`config.mk`:
```
export PLATFORM = sky130hd
export DESIGN_NAME = weights_ucode_sequencer
export DESIGN_NICKNAME = d
export VERILOG_FILES = /design/src/rtl/weights_ucode_sequencer.sv
export SDC_FILE = /design/constraint.sdc
export NUM_CORES = 1
export LEC_CHECK = 0
export BUFFER_PORTS_ARGS = -buffer_cell sky130_fd_sc_hd__buf_4
export CAP_MARGIN = 20
export CORE_MARGIN = 8
export CORE_UTILIZATION = 40
export DETAILED_ROUTE_END_ITERATION = 16
export PLACE_DENSITY = 0.68
export SLEW_MARGIN = 20
export SYNTH_ARGS = -nofsm -noshare
export SYNTH_HDL_FRONTEND = slang
export SYNTH_SLANG_ARGS = --single-unit
export TNS_END_PERCENT = 1
```
`constraint.sdc`:
```
create_clock -name clk_i -period 5.2 [get_ports clk_i]
set_clock_uncertainty 0.15 [all_clocks]
set_input_delay 0 -clock clk_i [delete_from_list [all_inputs] [get_ports clk_i]]
set_output_delay 0 -clock clk_i [all_outputs]
set_load 0.01 [all_outputs]
```
`src/rtl/weights_ucode_sequencer.sv`:
```
// weights_ucode_sequencer: walks every Width/Depth address of one layer and
// emits the registered weight-fetch micro-code word {Width, Depth, Mode, Enable}.
// Weight_valid trails each issued address by one cycle, matching the RAM's
// registered output. A consumer Stall freezes the walk in place.
module weights_ucode_sequencer #(
    parameter int unsigned C1_DEPTH  = 8,
    parameter int unsigned C2_DEPTH  = 16,
    parameter int unsigned C2_WIDTH  = 8,
    parameter int unsigned C3_DEPTH  = 16,
    parameter int unsigned C3_WIDTH  = 8,
    parameter int unsigned FC1_DEPTH = 32,
    parameter int unsigned FC1_WIDTH = 16,
    parameter int unsigned FC2_WIDTH = 5
) (
    input  logic        clk_i,
    input  logic        reset_i,
    input  logic        start_i,
    input  logic [2:0]  layer_sel_i,
    input  logic        stall_i,
    output logic [14:0] ucode_o,
    output logic        weight_valid_o,
    output logic        busy_o,
    output logic        done_o,
    output logic        error_o
);

    typedef enum logic [1:0] {S_IDLE, S_RUN, S_DRAIN} state_t;

    state_t      state_q;
    logic [2:0]  layer_q;
    logic [3:0]  wid_q, wid_d;
    logic [4:0]  dep_q, dep_d;
    logic [4:0]  last_dep, last_wid5;
    logic [3:0]  last_wid;
    logic [14:0] ucode_q;
    logic        wv_q, busy_q, done_q, error_q;

    // One-hot mode field per layer; invalid selects give an all-zero mode.
    function automatic logic [4:0] mode_of(input logic [2:0] sel);
        case (sel)
            3'd0:    mode_of = 5'b10000;
            3'd1:    mode_of = 5'b01000;
            3'd2:    mode_of = 5'b00100;
            3'd3:    mode_of = 5'b00010;
            3'd4:    mode_of = 5'b00001;
            default: mode_of = 5'b00000;
        endcase
    endfunction

    // Terminal counter values for the latched layer (entry count minus one).
    always_comb begin
        last_dep  = 5'd0;
        last_wid5 = 5'd0;
        case (layer_q)
            3'd0: begin last_dep = 5'(C1_DEPTH - 1);  last_wid5 = 5'd0;                 end
            3'd1: begin last_dep = 5'(C2_DEPTH - 1);  last_wid5 = 5'(C2_WIDTH - 1);     end
            3'd2: begin last_dep = 5'(C3_DEPTH - 1);  last_wid5 = 5'(C3_WIDTH - 1);     end
            3'd3: begin last_dep = 5'(FC1_DEPTH - 1); last_wid5 = 5'(FC1_WIDTH - 1);    end
            3'd4: begin last_dep = 5'd0;              last_wid5 = 5'(FC2_WIDTH - 1);    end
            default: begin last_dep = 5'd0;           last_wid5 = 5'd0;                 end
        endcase
        last_wid = last_wid5[3:0];
    end

    // Next address: depth is the inner loop, width steps when depth wraps.
    always_comb begin
        wid_d = wid_q;
        dep_d = dep_q + 5'd1;
        if (dep_q == last_dep) begin
            dep_d = 5'd0;
            wid_d = wid_q + 4'd1;
        end
    end

    // Walk FSM with all outputs registered.
    always_ff @(posedge clk_i) begin
        if (reset_i) begin
            state_q <= S_IDLE;
            layer_q <= 3'd0;
            wid_q   <= 4'd0;
            dep_q   <= 5'd0;
            ucode_q <= 15'd0;
            wv_q    <= 1'b0;
            busy_q  <= 1'b0;
            done_q  <= 1'b0;
            error_q <= 1'b0;
        end else begin
            wv_q    <= 1'b0;
            done_q  <= 1'b0;
            error_q <= 1'b0;
            case (state_q)
                S_IDLE: begin
                    ucode_q <= 15'd0;
                    busy_q  <= 1'b0;
                    if (start_i) begin
                        if (layer_sel_i <= 3'd4) begin
                            layer_q <= layer_sel_i;
                            wid_q   <= 4'd0;
                            dep_q   <= 5'd0;
                            state_q <= S_RUN;
                            busy_q  <= 1'b1;
                            ucode_q <= {4'd0, 5'd0, mode_of(layer_sel_i), 1'b1};
                        end else begin
                            error_q <= 1'b1;
                        end
                    end
                end
                S_RUN: begin
                    // A stalled cycle holds counters and the word in place.
                    if (!stall_i) begin
                        wv_q <= 1'b1;
                        if (wid_q == last_wid && dep_q == last_dep) begin
                            state_q <= S_DRAIN;
                            ucode_q <= 15'd0;
                            done_q  <= 1'b1;
                        end else begin
                            wid_q   <= wid_d;
                            dep_q   <= dep_d;
                            ucode_q <= {wid_d, dep_d, mode_of(layer_q), 1'b1};
                        end
                    end
                end
                S_DRAIN: begin
                    state_q <= S_IDLE;
                    busy_q  <= 1'b0;
                end
                default: begin
                    state_q <= S_IDLE;
                    busy_q  <= 1'b0;
                    ucode_q <= 15'd0;
                end
            endcase
        end
    end

    assign ucode_o        = ucode_q;
    assign weight_valid_o = wv_q;
    assign busy_o         = busy_q;
    assign done_o         = done_q;
    assign error_o        = error_q;

endmodule

```
==> metrics.yaml <==
async_flop_share_pct: 0
cap_viol_max_count: 0
hold_viol: 0
place_congestion: 0.821
core_area_sq_mm: 0.00397
root_buffer: "clkbuf_8"
synth.area.top_cells: "dfxtp_1, a21oi_1, nand2_1"
clkSlewWorstSetupHoldPaths_ns: 0.07
syn_inst: 197
port_buffers: 25
grt_pass1_vias: 1483
whs_path_depth: 2
hold_class: "reg2reg"
drt_iter0_markers: 105
synthFlopType: "dfxtp_1"
finish.utilization_pct: 51.4
relSlewSlack_pct: 35.3
ir_drop_v: 0.000168
rows: 23
synth_seq_cells: 33
diodes: 0
n_fill_cell: 386
die-area_sq_mm: 0.00637
ys_seq_area_share_pct: 40.6
ctsResizeCount: 0
finalCritPeriodShare_pct: 58.4
reg2regPathDepth: 7
synth_top_area_share_pct: 40.6
remaining_drc_errors: 0
antenna_found_initial: 0
endpoint_kind: "flop"
critical_path.max_fanout: 14
cts_tree: "yes"
grt_start_max_net_pins: 28
cp.arrival_ns: 3.07
tightestPinTransition_ns: 0.967
area_delta_synth_final_pct: 25.5
nets: 238
rsz0062_at_grt: "false"
status: "finished, final reports clean"
setup.worst_path.start_class: "flop"
pin_count: 26
cts_made_buffers: 5
clock-sinks: 33
setup_tns_ns: 0
p_leak_nw: 0.811
ctsLongestPathBuffers: 2
grt_pass1_wl_mm: 6.64
synth_nets: 206
wl_per_cell_um: 14.2
fin_crit_ns: 3.04
antenna_left: 0
drive_gt1_share_pct: 17.8
hpwl_mm: 2.78
grtUsageTotal_pct: 13.0
vias_per_cell: 5.47
synth_cell_types: 45
grt_overflow: 0
synth_edf_count: 0
via_count: 1532
drv_slew: 0
routed_wl_mm: 3.98
yosysWarnings: 0
max_freq_ghz: 0.329
setup_viol: 0
die_x_um: 79.8
path_class: "reg2reg"
initial_core_util_pct: 41.0
power_density_mw_per_mm2: 290
cp.required_ns: 5.23
first_pass_iters: 4
ys_top_cells_by_count: "dfxtp_1, nand2_1, a21oi_1, nor2_1, o21ai_0"
p_total_w: 0.000592
insertion_delay_ns: 0.29
die_h_um: 79.8
syn_area_sq_mm: 0.00163
synth.most_common_cell: "dfxtp_1"
yosys.area.top_type: "dfxtp_1"
htree_num_levels: 2
avgSynthCellArea_sq_um: 8.26
flip-flops by register name, summed over array words and instances (netlist names):
register	cells
state_q	2
wid_q	4
weight_valid_o	1
dep_q	5
done_o	1
busy_o	1
error_o	1
layer_q	3
ucode_o	15
path summary, 6_finish.rpt:
check                               start                      end  slack [ns]
hold / removal    ucode_o[3]$_SDFFE_PP0P_  ucode_o[3]$_SDFFE_PP0P_        0.31
setup reg to reg  layer_q[2]$_SDFFE_PP0P_  ucode_o[1]$_SDFFE_PP0P_        2.16
setup / recovery  layer_q[2]$_SDFFE_PP0P_  ucode_o[1]$_SDFFE_PP0P_        2.16
hold reg to reg   ucode_o[3]$_SDFFE_PP0P_  ucode_o[3]$_SDFFE_PP0P_        0.31
final cells by class:
cell class | instances | area [sq um] | share of cell area (%)
clock buffers | 6 | 82.6 | 4.04
clock inverters | 2 | 37.5 | 1.84
flip-flops and latches | 33 | 661 | 32.3
repair buffers | 36 | 295 | 14.5
multi-input cells | 147 | 882 | 43.2
inverters | 6 | 22.5 | 1.10
well taps | 50 | 62.6 | 3.06
worst max-delay path, cell delays in order (launching register included):
cell	delay [ns]
dfxtp_1	0.45
nor2b_1	0.22
nand4_1	0.11
a31oi_1	0.80
nand2_1	0.35
nand4_1	0.21
a21oi_1	0.08
dlygate4sd3_1	0.56
cell usage in the layout (no fill, tap or decap), drive strengths merged, types with 3 or more instances in the layout:
cell	count
a21oi	22
nor4	4
nor2b	6
o21ai	14
buf	26
nand3	4
nand4	3
dfxtp	33
dlygate4sd3	10
a21o	5
nand2	23
nand2b	3
inv	6
nand3b	3
clkbuf	6
nor3	10
nor2	16
a22oi	4
metal layers:
metal	vias up	track usage, %	wire [um]
met3	13	4.17	212
met4	0	7.27	116
met1	715	14.9	1820
met2	37	20.8	1840
met5	-	0	0
li1	767	-	-
cell families (layout without fill, tap and decap cells):
| kind of cell | after synthesis | count (layout) | synth area share (%) |
|---|---|---|---|
| multiplexers | 2 | 2 | 1.23 |
| adder cells (fa/ha/maj) | 2 | 2 | 1.54 |
| buffers and inverters | 17 | 50 | 5.23 |
| AND/OR/NAND/NOR | 82 | 82 | 26.2 |
| AO/OA/AOI/OAI | 58 | 58 | 23.6 |
| flip-flops | 33 | 33 | 40.6 |
| XOR/XNOR | 3 | 3 | 1.61 |
power breakdown:
| part | leakage [nW] | switching, W | total (W) | internal, W |
|---|---|---|---|---|
| clock network | 0.0574 | 0.0000986 | 0.000254 | 0.000156 |
| logic | 0.487 | 0.0000408 | 0.0000710 | 0.0000302 |
| registers | 0.267 | 0.00000766 | 0.000266 | 0.000259 |
per-stage QoR:
step / worst slack (ns) / instance area (sq um) / hold slack [ns] / cells
floorplan: 3.10 / 1630 / 0.00220 / 197
global placement: 2.67 / 1820 / 0.171 / 262
detailed placement: 2.59 / 1820 / 0.159 / 262
CTS: 2.18 / 2040 / 0.312 / 280
global route: 1.93 / 2040 / 0.331 / 280
finish: 2.16 / 2040 / 0.305 / 280
repair_timing:
action                                 CTS  global route
setup endpoints to repair                0             0
hold buffers                            10             0
endpoints found under the hold margin   22             0
buffers inserted                         0             0
No activity file was read; power rests on OpenSTA's default activity.
